`config.mk`:
```
export PLATFORM = sky130hd
export DESIGN_NAME = sqrt_newton_ctrl_flat
export DESIGN_NICKNAME = d
export VERILOG_FILES = /design/src/rtl/sqrt_newton_ctrl_if.sv /design/src/rtl/sqrt_newton_ctrl.sv /design/src/flat_wrapper.sv
export SDC_FILE = /design/constraint.sdc
export NUM_CORES = 1
export LEC_CHECK = 0
export CORE_MARGIN = 4
export CORE_UTILIZATION = 45
export CTS_CLUSTER_SIZE = 30
export DETAILED_ROUTE_END_ITERATION = 16
export PLACE_DENSITY = 0.76
export SLEW_MARGIN = 20
export SYNTH_ARGS = -nofsm -noshare
export SYNTH_HDL_FRONTEND = slang
export SYNTH_SLANG_ARGS = --single-unit
```
`constraint.sdc`:
```
create_clock -name clk -period 2.4 [get_ports clk]
set_input_delay 0.48 -clock clk [delete_from_list [all_inputs] [get_ports clk]]
set_output_delay 0.48 -clock clk [all_outputs]
set_load 0.01 [all_outputs]
```
`src/rtl/sqrt_newton_ctrl_if.sv`:
```
// Bundle of the controller's datapath-side signals.
//   start_i     : begin a computation (operand n on the datapath input bus)
//   n_zero_i    : operand is +/-0, sampled with start_i
//   alu_done_i  : FP ALU result valid and held
//   conv_i      : comparator |RDA| < RDB
//   rf_we_o, rf_addr_wr_o, rf_addr_rda_o, rf_addr_rdb_o : register-file control
//   wb_sel_o    : write-data source, 0 = external input, 1 = ALU result
//   alu_op_o    : 00 add, 01 sub, 10 mul, 11 div
//   alu_start_o : one-cycle ALU launch pulse
//   busy_o, done_o, err_o, iter_o : status
//   dbg_state_o : controller FSM state, for observation only
// master = controller side, slave = datapath side.
interface sqrt_newton_ctrl_if #(
  parameter int ADDR_WIDTH = 3,
  parameter int ITER_W     = 5
) ();
  logic                  start_i;
  logic                  n_zero_i;
  logic                  alu_done_i;
  logic                  conv_i;
  logic                  rf_we_o;
  logic [ADDR_WIDTH-1:0] rf_addr_wr_o;
  logic [ADDR_WIDTH-1:0] rf_addr_rda_o;
  logic [ADDR_WIDTH-1:0] rf_addr_rdb_o;
  logic                  wb_sel_o;
  logic [1:0]            alu_op_o;
  logic                  alu_start_o;
  logic                  busy_o;
  logic                  done_o;
  logic                  err_o;
  logic [ITER_W-1:0]     iter_o;
  logic [3:0]            dbg_state_o;

  modport master (
    input  start_i, n_zero_i, alu_done_i, conv_i,
    output rf_we_o, rf_addr_wr_o, rf_addr_rda_o, rf_addr_rdb_o, wb_sel_o,
           alu_op_o, alu_start_o, busy_o, done_o, err_o, iter_o, dbg_state_o
  );

  modport slave (
    output start_i, n_zero_i, alu_done_i, conv_i,
    input  rf_we_o, rf_addr_wr_o, rf_addr_rda_o, rf_addr_rdb_o, wb_sel_o,
           alu_op_o, alu_start_o, busy_o, done_o, err_o, iter_o, dbg_state_o
  );
endinterface

```
`src/rtl/sqrt_newton_ctrl.sv`:
```
// Sequencing FSM for the floating-point square-root datapath (Newton iteration
// root = (x + n/x)/2 until |root - x| < eps, result written to R7).
// Ports:
//   clk : clock, rising edge
//   rst : asynchronous active-high reset
//   bus : sqrt_newton_ctrl_if.master (handshake, register-file and ALU control,
//         status and debug state)
// Register map: R0=0, R1=n, R2=x, R3=root, R4=temp, R5=2.0, R6=eps, R7=result.
// Handshake: start_i is accepted only in IDLE/DONE; alu_start_o is a one-cycle
// launch in GO, and alu_done_i is only looked at in WAIT, so a done level still
// held from the previous op can never short-circuit a step.
module sqrt_newton_ctrl #(
  parameter int MAX_ITER   = 16,
  parameter int ITER_W     = 5,
  parameter int ADDR_WIDTH = 3
) (
  input  logic                clk,
  input  logic                rst,
  sqrt_newton_ctrl_if.master  bus
);

  typedef enum logic [3:0] {
    ST_IDLE    = 4'd0,
    ST_LD_N    = 4'd1,
    ST_LD_X    = 4'd2,
    ST_RD      = 4'd3,
    ST_GO      = 4'd4,
    ST_WAIT    = 4'd5,
    ST_WB      = 4'd6,
    ST_CMP_RD  = 4'd7,
    ST_CMP_CHK = 4'd8,
    ST_DONE    = 4'd9
  } state_t;

  // Which micro-op the RD/GO/WAIT/WB walk is executing.
  typedef enum logic [2:0] {
    SP_DIV_NX = 3'd0,  // R4 = R1 / R2
    SP_ADD_X  = 3'd1,  // R4 = R2 + R4
    SP_HALF   = 3'd2,  // R3 = R4 / R5
    SP_DIFF   = 3'd3,  // R4 = R3 - R2
    SP_COPY   = 3'd4,  // R2 = R3 + R0
    SP_FIN    = 3'd5,  // R7 = R3 + R0
    SP_FIN_Z  = 3'd6   // R7 = R1 + R0
  } step_t;

  localparam logic [ADDR_WIDTH-1:0] R0 = ADDR_WIDTH'(0);
  localparam logic [ADDR_WIDTH-1:0] R1 = ADDR_WIDTH'(1);
  localparam logic [ADDR_WIDTH-1:0] R2 = ADDR_WIDTH'(2);
  localparam logic [ADDR_WIDTH-1:0] R3 = ADDR_WIDTH'(3);
  localparam logic [ADDR_WIDTH-1:0] R4 = ADDR_WIDTH'(4);
  localparam logic [ADDR_WIDTH-1:0] R5 = ADDR_WIDTH'(5);
  localparam logic [ADDR_WIDTH-1:0] R6 = ADDR_WIDTH'(6);
  localparam logic [ADDR_WIDTH-1:0] R7 = ADDR_WIDTH'(7);

  localparam logic [1:0] OP_ADD = 2'b00;
  localparam logic [1:0] OP_SUB = 2'b01;
  localparam logic [1:0] OP_DIV = 2'b11;

  state_t            r_state;
  step_t             r_step;
  logic              r_done;
  logic              r_err;
  logic [ITER_W-1:0] r_iter;

  state_t                w_state_nx;
  step_t                 w_step_nx;
  logic                  w_start_acc;
  logic                  w_we;
  logic [ADDR_WIDTH-1:0] w_wr;
  logic [ADDR_WIDTH-1:0] w_rda;
  logic [ADDR_WIDTH-1:0] w_rdb;
  logic                  w_wb_sel;
  logic [1:0]            w_op;
  logic                  w_alu_start;
  logic                  w_busy;
  logic                  w_protected;

  logic [1:0]            w_step_op;
  logic [ADDR_WIDTH-1:0] w_step_a;
  logic [ADDR_WIDTH-1:0] w_step_b;
  logic [ADDR_WIDTH-1:0] w_step_w;

  logic [ITER_W-1:0]     w_iter_inc;
  logic                  w_limit;

  assign w_iter_inc = r_iter + ITER_W'(1);
  assign w_limit    = (w_iter_inc == ITER_W'(MAX_ITER));

  // Micro-op table.
  always_comb begin
    w_step_op = OP_ADD;
    w_step_a  = R0;
    w_step_b  = R0;
    w_step_w  = R4;
    case (r_step)
      SP_DIV_NX: begin w_step_op = OP_DIV; w_step_a = R1; w_step_b = R2; w_step_w = R4; end
      SP_ADD_X:  begin w_step_op = OP_ADD; w_step_a = R2; w_step_b = R4; w_step_w = R4; end
      SP_HALF:   begin w_step_op = OP_DIV; w_step_a = R4; w_step_b = R5; w_step_w = R3; end
      SP_DIFF:   begin w_step_op = OP_SUB; w_step_a = R3; w_step_b = R2; w_step_w = R4; end
      SP_COPY:   begin w_step_op = OP_ADD; w_step_a = R3; w_step_b = R0; w_step_w = R2; end
      SP_FIN:    begin w_step_op = OP_ADD; w_step_a = R3; w_step_b = R0; w_step_w = R7; end
      SP_FIN_Z:  begin w_step_op = OP_ADD; w_step_a = R1; w_step_b = R0; w_step_w = R7; end
      default:   ;
    endcase
  end

  // Next-state and outputs.
  always_comb begin
    w_state_nx  = r_state;
    w_step_nx   = r_step;
    w_start_acc = 1'b0;
    w_we        = 1'b0;
    w_wr        = R0;
    w_rda       = R0;
    w_rdb       = R0;
    w_wb_sel    = 1'b0;
    w_op        = OP_ADD;
    w_alu_start = 1'b0;
    w_busy      = 1'b1;

    case (r_state)
      ST_IDLE, ST_DONE: begin
        w_busy = 1'b0;
        if (bus.start_i) begin
          w_start_acc = 1'b1;
          w_state_nx  = ST_LD_N;
          // The zero path still loads R1 (bus holds 0) and then copies it out.
          w_step_nx   = bus.n_zero_i ? SP_FIN_Z : SP_DIV_NX;
        end
      end
      ST_LD_N: begin
        w_we       = 1'b1;
        w_wr       = R1;
        w_state_nx = (r_step == SP_FIN_Z) ? ST_RD : ST_LD_X;
      end
      ST_LD_X: begin
        w_we       = 1'b1;
        w_wr       = R2;
        w_state_nx = ST_RD;
      end
      ST_RD, ST_GO, ST_WAIT, ST_WB: begin
        // Addresses and op stay constant across the whole micro-op.
        w_wr  = w_step_w;
        w_rda = w_step_a;
        w_rdb = w_step_b;
        w_op  = w_step_op;
        case (r_state)
          ST_RD:   w_state_nx = ST_GO;
          ST_GO: begin
            w_alu_start = 1'b1;
            w_state_nx  = ST_WAIT;
          end
          ST_WAIT: if (bus.alu_done_i) w_state_nx = ST_WB;
          default: begin
            w_we     = 1'b1;
            w_wb_sel = 1'b1;
            case (r_step)
              SP_DIV_NX: begin w_step_nx = SP_ADD_X;  w_state_nx = ST_RD; end
              SP_ADD_X:  begin w_step_nx = SP_HALF;   w_state_nx = ST_RD; end
              SP_HALF:   begin w_step_nx = SP_DIFF;   w_state_nx = ST_RD; end
              SP_DIFF:   w_state_nx = ST_CMP_RD;
              SP_COPY:   begin w_step_nx = SP_DIV_NX; w_state_nx = ST_RD; end
              default:   w_state_nx = ST_DONE;
            endcase
          end
        endcase
      end
      ST_CMP_RD, ST_CMP_CHK: begin
        w_rda = R4;
        w_rdb = R6;
        if (r_state == ST_CMP_RD) begin
          w_state_nx = ST_CMP_CHK;
        end else begin
          w_state_nx = ST_RD;
          // Convergence takes priority over the iteration limit.
          w_step_nx  = (bus.conv_i || w_limit) ? SP_FIN : SP_COPY;
        end
      end
      default: w_state_nx = ST_IDLE;
    endcase
  end

  // Hard guard for the constant registers, independent of the step table.
  assign w_protected = (w_wr == R0) || (w_wr == R5) || (w_wr == R6);

  always_ff @(posedge clk or posedge rst) begin
    if (rst) begin
      r_state <= ST_IDLE;
      r_step  <= SP_DIV_NX;
      r_done  <= 1'b0;
      r_err   <= 1'b0;
      r_iter  <= '0;
    end else begin
      r_state <= w_state_nx;
      r_step  <= w_step_nx;
      if (w_start_acc) begin
        r_done <= 1'b0;
        r_err  <= 1'b0;
        r_iter <= '0;
      end
      if (r_state == ST_CMP_CHK) begin
        r_iter <= w_iter_inc;
        if (!bus.conv_i && w_limit) r_err <= 1'b1;
      end
      if (r_state == ST_WB && (r_step == SP_FIN || r_step == SP_FIN_Z)) r_done <= 1'b1;
    end
  end

  assign bus.rf_we_o       = w_we && !w_protected;
  assign bus.rf_addr_wr_o  = w_wr;
  assign bus.rf_addr_rda_o = w_rda;
  assign bus.rf_addr_rdb_o = w_rdb;
  assign bus.wb_sel_o      = w_wb_sel;
  assign bus.alu_op_o      = w_op;
  assign bus.alu_start_o   = w_alu_start;
  assign bus.busy_o        = w_busy;
  assign bus.done_o        = r_done;
  assign bus.err_o         = r_err;
  assign bus.iter_o        = r_iter;
  assign bus.dbg_state_o   = r_state;

endmodule

```
`src/flat_wrapper.sv`:
```
// flat-port wrapper written by rule: the top's interface ports become plain ports
module sqrt_newton_ctrl_flat 
#(
  parameter int MAX_ITER   = 16,
  parameter int ITER_W     = 5,
  parameter int ADDR_WIDTH = 3
)
  (clk, rst, bus_start_i, bus_n_zero_i, bus_alu_done_i, bus_conv_i, bus_rf_we_o, bus_rf_addr_wr_o, bus_rf_addr_rda_o, bus_rf_addr_rdb_o, bus_wb_sel_o, bus_alu_op_o, bus_alu_start_o, bus_busy_o, bus_done_o, bus_err_o, bus_iter_o, bus_dbg_state_o);
  sqrt_newton_ctrl_if #(.ADDR_WIDTH(ADDR_WIDTH), .ITER_W(ITER_W)) bus_i ();
  input  logic clk;
  input  logic rst;
  input wire logic [$bits(bus_i.start_i)-1:0] bus_start_i;
  input wire logic [$bits(bus_i.n_zero_i)-1:0] bus_n_zero_i;
  input wire logic [$bits(bus_i.alu_done_i)-1:0] bus_alu_done_i;
  input wire logic [$bits(bus_i.conv_i)-1:0] bus_conv_i;
  output wire logic [$bits(bus_i.rf_we_o)-1:0] bus_rf_we_o;
  output wire logic [$bits(bus_i.rf_addr_wr_o)-1:0] bus_rf_addr_wr_o;
  output wire logic [$bits(bus_i.rf_addr_rda_o)-1:0] bus_rf_addr_rda_o;
  output wire logic [$bits(bus_i.rf_addr_rdb_o)-1:0] bus_rf_addr_rdb_o;
  output wire logic [$bits(bus_i.wb_sel_o)-1:0] bus_wb_sel_o;
  output wire logic [$bits(bus_i.alu_op_o)-1:0] bus_alu_op_o;
  output wire logic [$bits(bus_i.alu_start_o)-1:0] bus_alu_start_o;
  output wire logic [$bits(bus_i.busy_o)-1:0] bus_busy_o;
  output wire logic [$bits(bus_i.done_o)-1:0] bus_done_o;
  output wire logic [$bits(bus_i.err_o)-1:0] bus_err_o;
  output wire logic [$bits(bus_i.iter_o)-1:0] bus_iter_o;
  output wire logic [$bits(bus_i.dbg_state_o)-1:0] bus_dbg_state_o;
  assign bus_i.start_i = bus_start_i;
  assign bus_i.n_zero_i = bus_n_zero_i;
  assign bus_i.alu_done_i = bus_alu_done_i;
  assign bus_i.conv_i = bus_conv_i;
  assign bus_rf_we_o = bus_i.rf_we_o;
  assign bus_rf_addr_wr_o = bus_i.rf_addr_wr_o;
  assign bus_rf_addr_rda_o = bus_i.rf_addr_rda_o;
  assign bus_rf_addr_rdb_o = bus_i.rf_addr_rdb_o;
  assign bus_wb_sel_o = bus_i.wb_sel_o;
  assign bus_alu_op_o = bus_i.alu_op_o;
  assign bus_alu_start_o = bus_i.alu_start_o;
  assign bus_busy_o = bus_i.busy_o;
  assign bus_done_o = bus_i.done_o;
  assign bus_err_o = bus_i.err_o;
  assign bus_iter_o = bus_i.iter_o;
  assign bus_dbg_state_o = bus_i.dbg_state_o;
  sqrt_newton_ctrl #(.MAX_ITER(MAX_ITER), .ITER_W(ITER_W), .ADDR_WIDTH(ADDR_WIDTH)) u_core (.clk(clk), .rst(rst), .bus(bus_i));
endmodule
```
Word level (Yosys, flattened, before mapping). Index checks and enable logic that the tools add are counted.

RAM bits: 0. Bits in read-only memories: 0. Memories: 0. Bits in latches: 0. Flip-flop bits (word level): 14.

Bitwise gates (word level): 0. Reduce and logical (&&, ||, !) cells: 28. $add $sub $neg: 1. Equal/unequal tests: 23. Muxes and demuxes: 37. Magnitude comparators: 0. Shift operators: 0. Multipliers: 0. Divide/modulo/power cells: 0.

Operators by type and width (count): $pmux 3 s3 (4); $pmux 3 s4 (2); $pmux 4 s5 (1); $eq 4x3->1 const B (4); $eq 3x3->1 const B (5); $mux 1 (14); $reduce_or 2->1 (7); $mux 3 (4); $mux 4 (3); $pmux 3 s2 (2); $pmux 4 s3 (1); $mux 5 (2); $eq 4x2->1 const B (2); $eq 4x4->1 const B (2); $pmux 4 s2 (1); $reduce_or 4->1 (2); $eq 3x2->1 const B (2); $logic_not 3->1 (2); $ne 2x2->1 const B (3); $reduce_or 3->1 (2); $add 5x1->5 const B (1); $eq 5x5->1 const B (1); $ne 5x1->1 const B (1); $reduce_and 5->1 (1); other kinds (13) (20).

Logic depth before layout (Yosys ltp). Gate-level depths: netlist (run 1).

Word-level depth: 9. Depth in mapped cells: 6.

Worst setup path after synthesis (run 1). No wires, ideal clock.

Path type: flip-flop to output port. Start point: reg u_core.r_state[0] (netlist: u_core.bus.dbg_state_o[0]). End point: out bus_rf_addr_rdb_o[1]. Slack: 364 ps. Buffers on the path: 1. Data arrival time: 1556 ps. Cell stages (with the launch flop): 6. Cells stage by stage: dfrtp_1 > buf_2 > a21bo_2 > a21oi_1 > nand2_1 > o31ai_1.

Word-level cells in the longest chain between the ends: 3. Elaborated cells on any way between the ends: 9. Classes of those cells: 6 x eq/ne; 1 x mux; 2 x reduce/logical.

RTL lines: start: declaration (RTL line sqrt_newton_ctrl.sv:59) `state_t r_state;`; start signal: assignment (RTL line sqrt_newton_ctrl.sv:194) `r_state <= w_state_nx;`; $eq 4x2->1 (tied with other cells) (RTL line sqrt_newton_ctrl.sv:121) `case (r_state)`; $reduce_or 4->1 or $reduce_or 2->1 (tied branches) (RTL line sqrt_newton_ctrl.sv:121); $pmux 3 s2 (*) (RTL line sqrt_newton_ctrl.sv:121); end: declaration (RTL line flat_wrapper.sv:19) `output wire logic [$bits(bus_i.rf_addr_rdb_o)-1:0] bus_rf_addr_rdb_o;`.

Mark *: on every way between the ends. The rest lies on a longest branch, timed or not.

Final worst setup path (run 1).
Start point: reg u_core.r_state[1] (netlist: u_core.bus.dbg_state_o[1]). End point: out bus_alu_op_o[0].

Word-level cells in the longest chain between the ends: 3. Elaborated cells on any way between the ends: 6. Classes of those cells: 4 x eq/ne; 1 x mux; 1 x reduce/logical.

RTL lines: $eq 4x2->1 or $eq 4x3->1 (tied branches) (RTL line sqrt_newton_ctrl.sv:121); $reduce_or 4->1 (*) (RTL line sqrt_newton_ctrl.sv:121); $mux 2 (*) (RTL line sqrt_newton_ctrl.sv:121); end: declaration (RTL line flat_wrapper.sv:21) `output wire logic [$bits(bus_i.alu_op_o)-1:0] bus_alu_op_o;`.

Marked as above.

==> summary.md, run 1 <==
| Metric | Value |
|---|---|
| Pin slew with the least headroom to its limit | `0.577 ns` |
| Placeable core area | `roughly 0.0023 sq mm` |
| CTS root buf | `sky130_fd_sc_hd__clkbuf_4` |
| Total congestion overflow | `0` |
| DP Cell Count | `between 200 and 250` |
| Remaining routing DRC violations | `0` |
| Setup repair after global routing missed its margin | `false` |
| Top FF cell, synth | `sky130_fd_sc_hd__dfrtp_1` |
| GPL Wtd Cong | `0.842` |
| Cell type with the largest total area after synthesis | `sky130_fd_sc_hd__dfrtp_1` |
| Crit end category | `output pin` |
| Share of the synthesized area in the top cell type | `between 30% and 40%` |
| Synth async-reset ratio | `100%` |
| Switching power as a share of total power | `45.1%` |
| Clk pin slew, worst setup/hold paths | `0.09 ns` |
| Maximum number of pins on one net before global-route repair | `15` |
| Yosys synthesis warning count | `0` |
| Final std cells w/o fill | `215` |
| Least setup slack across all paths after layout | `0.0510 ns` |
| Most frequent cells after synthesis | `sky130_fd_sc_hd__nand2_1 (15), sky130_fd_sc_hd__dfrtp_1 (14), sky130_fd_sc_hd__o21ai_0 (13)` |
| Total negative setup slack | `0 ns` |
| Final wirelength | `about 3300 um` |
| Highest ir drop seen on vdd | `~1 mV` |
| Total power density per cell area | `1310 mW/mm^2` |
| Total number of vias | `between 1000 and 1500` |
| Drt wl/cell | `15.3 um` |
| Max transition margin | `61.2%` |
| Starting Density | `between 40% and 50%` |
| Post-synth design cell area | `0.00114 sq mm` |
| Count of hold-fix buffers inserted at cts | `0` |
| Top-level I/O count | `32` |
| Min Hold Slack | `0.502 ns` |
| Relative contribution of combinational cells to total power | `about three quarters` |
| TritonCTS clock tree | `yes` |
| Die Span Y | `58.3 um` |
| Net switching component of the power | `about 950 uW` |
| Internal reg-to-reg setup slack | `0.64 ns` |
| Met3 track utilization from global routing | `under 10%` |
| Flop pwr share | `19.5%` |
| Cell Area, Placed | `0.00155 sq mm` |
| Kind of critical path | `flop to output pin` |
| Clock network fraction of total power | `6.4%` |
| Internal power | `1.16 mW` |
| Via count of the first global-routing pass | `1309` |
| Busiest layer in global routing | `met2` |
| HPWL after detailed placement | `2570 um` |
| # Max-Cap Violations | `0` |
| Clock buffer count from CTS | `3` |
| Number of different library cells in the post-synthesis netlist | `48` |
| DR vias/cell | `6.00` |
| Highest Clock Rate | `~430 MHz` |
| Highest net fanout along the worst path | `6` |
| Share of the clock period used by the worst path | `slightly below 100%` |
| Worst R2R End | `u_core.bus.err_o$_DFF_PP0_` |
| Clock insertion delay at the later pin of the skew report | `0.28 ns` |
| First drt pass iteration count | `4` |
| Cell depth of the worst flop-to-flop path | `5` |
| End point of the most critical hold path | `u_core.bus.done_o$_DFFE_PP0P_` |
| Ranking of synthesized cells by area | `sky130_fd_sc_hd__dfrtp_1 (31%), sky130_fd_sc_hd__o21ai_0 (5.7%), sky130_fd_sc_hd__nand2_1 (5.0%)` |
| Cells on Worst Hold Path | `2` |
| Number of setup violations in the final report | `0` |
| Fin nets | `196` |
| Drt first-iter violations | `25` |
| Number of H-tree levels | `1` |
| # clock sinks | `14` |
| Count of inserted antenna diode cells | `0` |
| Design Area, Final | `~0.0016 sq mm` |
| FF+latch count, synth | `14` |
| Layout cells sized above 1 | `17.1%` |
| Minimum setup slack after placement | `0.100 ns` |
| Number of instances in the synthesized netlist | `145` |
| Reg2reg start | `u_core.bus.dbg_state_o[2]$_DFFE_PP0P_` |
| Std cell rows | `17` |
| Layout Area Growth over Synthesis | `41.5%` |
| Horiz. Die Dim | `between 50 and 60 um` |
| Required time at the worst-slack endpoint | `1.92 ns` |
| First-pass GRT wire length | `5560 um` |
| GR Layer Usage met1 | `25.2%` |
| Total of fill cells in the finished design | `204` |
| Count of endpoints failing hold in the final timing report | `0` |
| Count leader, synth | `sky130_fd_sc_hd__nand2_1` |
| Initial antenna violation count | `0` |
| Fin Clk Skew | `0.0148 ns` |
| Register area share after synthesis | `30.8%` |
| Longest Clk Path Bufs | `2` |
| Min-delay worst type | `flop to flop` |
| Static leakage power | `0.757 nW` |
| Number of enable-type register cells in the synthesized netlist | `0` |
| Net count of the mapped netlist | `around 150` |
| Total global-route track usage | `20.4%` |
| Critical Path Source Type | `flop` |
| Number of pins exceeding their max-slew limit in the final report | `0` |
| Number of routed nets with antenna violations | `0` |
| Number of buffer cells added on primary ports | `31` |
| DIE AREA | `approximately 0.0034 sq mm` |
| Final period demand of the worst path | `2.35 ns` |
| Result of the run | `completed` |
| Average instance area after synthesis | `7.84 sq um` |
| Min-Delay Startpoint | `u_core.bus.done_o$_DFFE_PP0P_` |
| Met2 routing resource usage after global routing | `34.8%` |
| Data arrival at the endpoint of the critical path | `1.87 ns` |
[area by class of cell]
class	count	area (sq um)	share of cell area [%]
timing repair buffer	51	467	29.0
sequential	14	352	21.9
clock buffer	3	22.5	1.40
multi-input combinational	111	703	43.7
inverter	8	30.0	1.87
tap	28	35.0	2.18
[power groups by stage]
stage | registers (mW) | logic (mW) | clock network (mW)
after floorplan | 0.389 | 0.870 | 0
after global placement | 0.412 | 1.53 | 0
after detailed placement | 0.418 | 1.55 | 0
after CTS | 0.406 | 1.56 | 0.131
after global routing | 0.424 | 1.71 | 0.142
final | 0.411 | 1.56 | 0.134
[worst max-delay path, cell delays in order (launching register included)]
cell and delay, ns:
sky130_fd_sc_hd__dfrtp_1 0.44, sky130_fd_sc_hd__a21bo_2 0.24, sky130_fd_sc_hd__a21oi_2 0.16, sky130_fd_sc_hd__nand2_2 0.10
sky130_fd_sc_hd__nor2_1 0.10, sky130_fd_sc_hd__clkdlybuf4s50_1 0.54
[per-layer routing]
| metal | vias up | share of wire, % |
|---|---|---|
| met5 | - | 0 |
| met4 | 0 | 2.6 |
| met3 | 10 | 5.7 |
| met2 | 55 | 49 |
| met1 | 616 | 43 |
| li1 | 609 | - |
[logic make-up after synthesis]
group / count (synthesis) / share of synthesized area, %
adder cells (fa/ha/maj): 1 / 1.10
XOR/XNOR: 3 / 2.31
AO/OA/AOI/OAI: 52 / 30.4
multiplexers: 3 / 2.75
buffers and inverters: 20 / 8.14
AND/OR/NAND/NOR: 52 / 24.5
flip-flops: 14 / 30.8
[how the worst max path moves through the flow]
stage	cells after the start	slack [ns]	startpoint	endpoint
floorplan	5	0.36	u_core.bus.dbg_state_o[0]$_DFFE_PP0P_	bus_rf_addr_rdb_o[1]
global placement	4	0.15	u_core.bus.dbg_state_o[0]$_DFFE_PP0P_	bus_rf_addr_rdb_o[1]
detailed placement	4	0.10	u_core.bus.dbg_state_o[0]$_DFFE_PP0P_	bus_rf_addr_rda_o[2]
CTS	5	-0.002	u_core.bus.dbg_state_o[1]$_DFFE_PP0P_	bus_rf_addr_wr_o[1]
global route	5	0.006	u_core.bus.dbg_state_o[1]$_DFFE_PP0P_	bus_alu_op_o[0]
finish	5	0.05	u_core.bus.dbg_state_o[1]$_DFFE_PP0P_	bus_alu_op_o[0]
[registers in the layout, summed over array words and instances, names as in the netlist]
signal,flops
u_core.bus.iter_o,5
u_core.bus.dbg_state_o,4
u_core.r_step,3
u_core.bus.done_o,1
u_core.bus.err_o,1
[placed cells by master, fill, tap and decap left out, types with 6 or more instances in the layout]
master                            synthesis  final
sky130_fd_sc_hd__o21ai_0                 13     12
sky130_fd_sc_hd__buf_4                    0     19
sky130_fd_sc_hd__dfrtp_1                 14     13
sky130_fd_sc_hd__a21oi_1                 10      9
sky130_fd_sc_hd__dlygate4sd2_1            0      6
sky130_fd_sc_hd__nor2_1                  10      9
sky130_fd_sc_hd__clkdlybuf4s50_1          0     21
sky130_fd_sc_hd__inv_1                    8      8
sky130_fd_sc_hd__nand2_1                 15     14
[timing repair]
action / 4_1_cts / 5_1_grt
pin swaps: 1 / 0
setup endpoints to repair: 11 / 7
resized for setup: 8 / 8
buffers inserted: 3 / 0
[metrics by stage]
step,utilization [%],total power [mW]
final,70.0,2.11
after global placement,67.4,1.94
after global routing,70.0,2.28
after detailed placement,67.4,1.97
after CTS,69.1,2.09
after floorplan,-,1.26
Note: power is estimated with default switching activity, not from simulation.
==> run 2, diff against run 1 <==
SETUP_SLACK_MARGIN = 0.2   (was unset)
TNS_END_PERCENT = 100   (was unset)
==> run 2 against run 1 <==
Worst setup slack better by 0.19 ns. Global-route usage is essentially flat. First-iteration DRC count rose by 28%. Clock power about the same. Die area did not move. Combinational power is essentially flat. Highest routed layer unchanged. Power decreased by 0.54%. Via count increased by 0.62%.
==> summary.md, run 2 (synthesis results as in run 1) <==
| Metric | Value |
|---|---|
| Commonest cells after routing, fill and taps aside | `sky130_fd_sc_hd__buf_4 (20), sky130_fd_sc_hd__clkdlybuf4s50_1 (16), sky130_fd_sc_hd__nand2_1 (14), sky130_fd_sc_hd__dfrtp_1 (13), sky130_fd_sc_hd__o21ai_0 (12)` |
| Layout cells sized above 1 | `approximately a quarter` |
| Min-delay worst type | `flop to flop` |
| HPWL after detailed placement | `about 2600 um` |
| First drt pass iteration count | `4` |
| Number of buffer cells added on primary ports | `31` |
| Number of routed nets with antenna violations | `0` |
| Via count of the first global-routing pass | `1312` |
| TritonCTS clock tree | `yes` |
| Critical Path Source Type | `flop` |
| Clock buffer count from CTS | `3` |
| Clock network fraction of total power | `roughly 6.4%` |
| Clock insertion delay at the later pin of the skew report | `0.28 ns` |
| Total negative setup slack | `0 ns` |
| Longest Clk Path Bufs | `2` |
| Highest net fanout along the worst path | `5` |
| Number of setup violations in the final report | `0` |
| Drt wl/cell | `15.6 um` |
| Fin nets | `197` |
| Total power density per cell area | `1310 mW/mm^2` |
| Static leakage power | `0.731 nW` |
| Highest Clock Rate | `463 MHz` |
| GPL Wtd Cong | `about 0.84` |
| Top-level I/O count | `32` |
| Layout Area Growth over Synthesis | `40.2%` |
| Drt first-iter violations | `32` |
| DR vias/cell | `6.01` |
| First-pass GRT wire length | `5560 um` |
| Number of pins exceeding their max-slew limit in the final report | `0` |
| Count of inserted antenna diode cells | `0` |
| Commonest non-fill, non-tap cell in the layout | `sky130_fd_sc_hd__buf_4` |
| Pin slew with the least headroom to its limit | `approximately 0.59 ns` |
| Net switching component of the power | `975 uW` |
| Total global-route track usage | `~20%` |
| Starting Density | `49.5%` |
| Placeable core area | `~0.0023 sq mm` |
| Number of flip-flops in the largest register | `5` |
| Required time at the worst-slack endpoint | `1.92 ns` |
| Share of the clock period used by the worst path | `between 80 and 90%` |
| Internal power | `1.12 mW` |
| CTS root buf | `sky130_fd_sc_hd__clkbuf_4` |
| Data arrival at the endpoint of the critical path | `1.68 ns` |
| # Max-Cap Violations | `0` |
| Count of endpoints failing hold in the final timing report | `0` |
| Count of hold-fix buffers inserted at cts | `0` |
| Switching power as a share of total power | `a little under half` |
| Remaining routing DRC violations | `0` |
| Highest ir drop seen on vdd | `0.976 mV` |
| Least setup slack across all paths after layout | `between 0.2 and 0.25 ns` |
| Initial antenna violation count | `0` |
| Kind of critical path | `flop to output pin` |
| Die Span Y | `between 50 and 60 um` |
| Maximum number of pins on one net before global-route repair | `15` |
| Min Hold Slack | `0.510 ns` |
| Total number of vias | `1298` |
| Total congestion overflow | `0` |
| Number of H-tree levels | `1` |
| DIE AREA | `0.00340 sq mm` |
| Result of the run | `completed` |
| Final period demand of the worst path | `2.16 ns` |
| Setup repair after global routing missed its margin | `true` |
| Max transition margin | `60.3%` |
| Flop pwr share | `between 15 and 20%` |
| Relative contribution of combinational cells to total power | `73.9%` |
| Clk pin slew, worst setup/hold paths | `0.09 ns` |
| Horiz. Die Dim | `58.3 um` |
| Fin Clk Skew | `0.0141 ns` |
| Final wirelength | `3360 um` |
| Std cell rows | `17` |
| # clock sinks | `14` |
| Minimum setup slack after placement | `roughly 0.1 ns` |
| Crit end category | `output pin` |
[run 2: changes by cell type in the layout (fill, tap and decap cells not counted), sizes merged]
cell / change
clkdlybuf4s50: -5
dlymetal6s2s: -3
clkbuf: +1
dlygate4sd2: +2
buf: +6
[run 2: layer usage]
layer / share of wire [%] / GRT usage [%] / vias up / wire (um)
met1: 43 / 25.0 / 604 / 1440
met4: 3.2 / 8.61 / 0 / 106
li1: - / - / 618 / -
met3: 5.1 / 2.90 / 14 / 173
met2: 49 / 35.2 / 62 / 1650
met5: 0 / 0 / - / 0
[run 2: path summary, 6_finish.rpt]
kind | from | to | slack [ns] | depth (start not counted)
worst min-delay path | u_core.bus.done_o$_DFFE_PP0P_ | u_core.bus.done_o$_DFFE_PP0P_ | 0.51 | 2
min in group asynchronous | rst | u_core.bus.iter_o[1]$_DFFE_PP0P_ | 0.53 | 2
worst max-delay path | u_core.bus.dbg_state_o[2]$_DFFE_PP0P_ | bus_rf_addr_rda_o[2] | 0.24 | 4
max in group asynchronous | rst | u_core.r_step[1]$_DFFE_PP0P_ | 1.46 | 2
worst max register to register | u_core.r_step[0]$_DFFE_PP0P_ | u_core.r_step[2]$_DFFE_PP0P_ | 0.63 | 4
worst min register to register | u_core.bus.done_o$_DFFE_PP0P_ | u_core.bus.done_o$_DFFE_PP0P_ | 0.51 | 2
[run 2: power groups by stage]
stage	registers [mW]	clock network (mW)	logic (mW)
after global placement	0.412	0	1.53
after CTS	0.404	0.131	1.52
after detailed placement	0.418	0	1.55
after floorplan	0.389	0	0.870
after global routing	0.421	0.142	1.70
final	0.412	0.134	1.55
[run 2: stage by stage]
step / area (sq um) / util, % / std cells / power, mW
floorplan: 1140 / - / 145 / 1.26
global placement: 1550 / 67.4 / 209 / 1.94
finish: 1590 / 69.4 / 216 / 2.10
CTS: 1580 / 68.6 / 215 / 2.06
global route: 1590 / 69.4 / 216 / 2.26
detailed placement: 1550 / 67.4 / 209 / 1.97
[run 2: critical path, stage by stage (launching register included)]
cell	delay, ns
sky130_fd_sc_hd__dfrtp_1	0.43
sky130_fd_sc_hd__or4b_4	0.55
sky130_fd_sc_hd__and2_4	0.17
sky130_fd_sc_hd__o21ai_0	0.08
sky130_fd_sc_hd__buf_2	0.17
[run 2: area by class of cell]
type | instances | area, sq um
multi-input cells | 111 | 721
clock buffers | 3 | 22.5
fillers | 218 | 703
flip-flops and latches | 14 | 352
well taps | 28 | 35.0
repair buffers | 52 | 434
inverters | 8 | 30.0
[run 2: timing repair]
| action | 4_1_cts | 5_1_grt |
|---|---|---|
| pin swaps | 1 | 1 |
| setup buffers | 3 | 1 |
| gates resized for setup | 35 | 11 |
| endpoints found under the hold margin | 0 | 0 |
| setup endpoints to repair | 15 | 4 |
| cloned | 0 | 0 |
==> run 3, diff against run 2 <==
PLACE_DENSITY = 0.86   (was 0.76)
clock period = 2.3 ns   (was 2.4 ns; I/O delays follow)
==> run 3 against run 2 <==
First-iteration DRC count rose by 53%. Power rose by 14%. Flip-flop and latch count did not move. Highest routed layer unchanged.
==> summary.md, run 3 (synthesis results as in run 1) <==
| Metric | Value |
|---|---|
| Count of inserted antenna diode cells | `0` |
| Min Hold Slack | `0.511 ns` |
| Clock insertion delay at the later pin of the skew report | `between 0.2 and 0.3 ns` |
| Max transition margin | `~62%` |
| Drt first-iter violations | `just under 50` |
| Number of buffer cells added on primary ports | `31` |
| Highest net fanout along the worst path | `5` |
| Source of the critical timing path | `u_core.bus.dbg_state_o[0]$_DFFE_PP0P_` |
| Highest ir drop seen on vdd | `~1 mV` |
| HPWL after detailed placement | `2470 um` |
| GPL Wtd Cong | `0.891` |
| Cell depth of the worst flop-to-flop path | `5` |
| Via count of the first global-routing pass | `around 1200` |
| Starting Density | `49.5%` |
| Result of the run | `completed` |
| Die Span Y | `58.3 um` |
| Crit end category | `output pin` |
| Final wirelength | `approximately 3500 um` |
| # Max-Cap Violations | `0` |
| Final period demand of the worst path | `about 2.1 ns` |
| Number of flip-flops in the largest register | `5` |
| First-pass GRT wire length | `5660 um` |
| Commonest cells after routing, fill and taps aside | `sky130_fd_sc_hd__buf_4 (18), sky130_fd_sc_hd__clkdlybuf4s50_1 (16), sky130_fd_sc_hd__nand2_1 (14)` |
| Total number of vias | `1305` |
| Number of H-tree levels | `1` |
| Crit path buf inv count | `1` |
| Reg2reg start | `u_core.bus.dbg_state_o[0]$_DFFE_PP0P_` |
| Final Total Pwr | `about 2.4 mW` |
| Critical Path Source Type | `flop` |
| First drt pass iteration count | `4` |
| Share of the clock period used by the worst path | `slightly above 90%` |
| TritonCTS clock tree | `yes` |
| Static leakage power | `roughly 0.74 nW` |
| DR vias/cell | `5.99` |
| Clk pin slew, worst setup/hold paths | `0.09 ns` |
| Longest Clk Path Bufs | `2` |
| Count of endpoints failing hold in the final timing report | `0` |
| Fin Clk Skew | `0.00165 ns` |
| Family of cells with the greatest summed delay on the critical path | `simple AND/OR/NAND/NOR gates` |
| Total negative setup slack | `0 ns` |
| Std cell rows | `17` |
| Commonest non-fill, non-tap cell in the layout | `sky130_fd_sc_hd__buf_4` |
| Fin nets | `199` |
| Capture point of the critical path | `bus_rf_addr_rdb_o[1]` |
| Cells along the critical path | `or4b_4, and2_4, o31ai_2, buf_2` |
| DIE AREA | `0.00340 sq mm` |
| Horiz. Die Dim | `~60 um` |
| Peak per-stage delay on the critical path | `0.55 ns` |
| Number of pins exceeding their max-slew limit in the final report | `0` |
| Minimum setup slack after placement | `0.0298 ns` |
| Min-delay worst type | `flop to flop` |
| Drt wl/cell | `between 15 and 20 um` |
| Worst path slowest cell | `sky130_fd_sc_hd__or4b_4` |
| Least setup slack across all paths after layout | `0.174 ns` |
| Highest Clock Rate | `about 470 MHz` |
| Required time at the worst-slack endpoint | `roughly 1.8 ns` |
| Worst R2R End | `u_core.r_step[0]$_DFFE_PP0P_` |
| CTS root buf | `sky130_fd_sc_hd__clkbuf_4` |
| Data arrival at the endpoint of the critical path | `1.67 ns` |
| Total congestion overflow | `0` |
| Layout Area Growth over Synthesis | `45.4%` |
| Cells on Worst Hold Path | `2` |
| Top-level I/O count | `32` |
| Initial antenna violation count | `0` |
| # clock sinks | `14` |
| Maximum number of pins on one net before global-route repair | `22` |
| Placeable core area | `0.00230 sq mm` |
| Internal reg-to-reg setup slack | `0.54 ns` |
| Number of cells on the critical path | `4` |
| Kind of critical path | `flop to output pin` |
| Number of setup violations in the final report | `0` |
| Clock buffer count from CTS | `3` |
| Remaining routing DRC violations | `0` |
| Total global-route track usage | `21.4%` |
| Setup repair after global routing missed its margin | `true` |
| Pin slew with the least headroom to its limit | `between 0.5 and 0.6 ns` |
| Total power density per cell area | `1450 mW/mm^2` |
| Number of routed nets with antenna violations | `0` |
| Layout cells sized above 1 | `30.5%` |
run 3: cell count changes in the layout (fill, tap and decap cells not counted), sizes merged:
cell	before	now
dlygate4sd2	8	4
dlymetal6s2s	1	0
buf	26	33
run 3: cell type report:
class / count / area (sq um)
Multi-Input combinational cell: 111 / 752
Fill cell: 206 / 643
Timing Repair Buffer: 54 / 459
Sequential cell: 14 / 355
Tap cell: 28 / 35.0
Inverter: 8 / 30.0
Clock buffer: 3 / 22.5
run 3: how the worst min path moves through the flow:
stage / start / to / slack (ns)
after floorplan: rst / u_core.bus.dbg_state_o[0]$_DFFE_PP0P_ / 0.35
after global placement: u_core.bus.err_o$_DFF_PP0_ / u_core.bus.err_o$_DFF_PP0_ / 0.47
after detailed placement: u_core.bus.err_o$_DFF_PP0_ / u_core.bus.err_o$_DFF_PP0_ / 0.50
after CTS: u_core.bus.err_o$_DFF_PP0_ / u_core.bus.err_o$_DFF_PP0_ / 0.52
after global routing: u_core.bus.err_o$_DFF_PP0_ / u_core.bus.err_o$_DFF_PP0_ / 0.53
final: u_core.bus.err_o$_DFF_PP0_ / u_core.bus.err_o$_DFF_PP0_ / 0.51
run 3: tightest hold or removal path, stage by stage (launching register included):
cell and delay [ns]:
sky130_fd_sc_hd__dfrtp_1 0.36, sky130_fd_sc_hd__nand2_1 0.06, sky130_fd_sc_hd__o31ai_1 0.06
run 3: repair_timing:
| item | CTS | global route |
|---|---|---|
| resized for setup | 52 | 23 |
| pin swaps | 2 | 3 |
| endpoints found under the setup margin | 15 | 9 |
| hold buffers | 0 | 0 |
| setup buffers | 7 | 2 |
run 3: power by group:
part | internal [mW] | switching [mW]
registers | 0.330 | 0.134
logic | 0.885 | 0.898
clock network | 0.0609 | 0.0857
total | 1.28 | 1.12
run 3: per-stage QoR:
stage	std cells	utilization (%)	cell area [sq um]
global placement	206	66.9	1540
finish	218	72.0	1650
detailed placement	206	66.9	1540
floorplan	145	-	1140
CTS	216	69.6	1600
global route	218	72.0	1650
run 3: layer usage:
layer  track usage [%]  wire, um  vias to the layer above
met5                 0         0                        -
met4              8.28        60                        0
met3              3.12       166                        7
met2              37.3      1760                       49
met1              26.1      1560                      633
li1                  -         -                      616
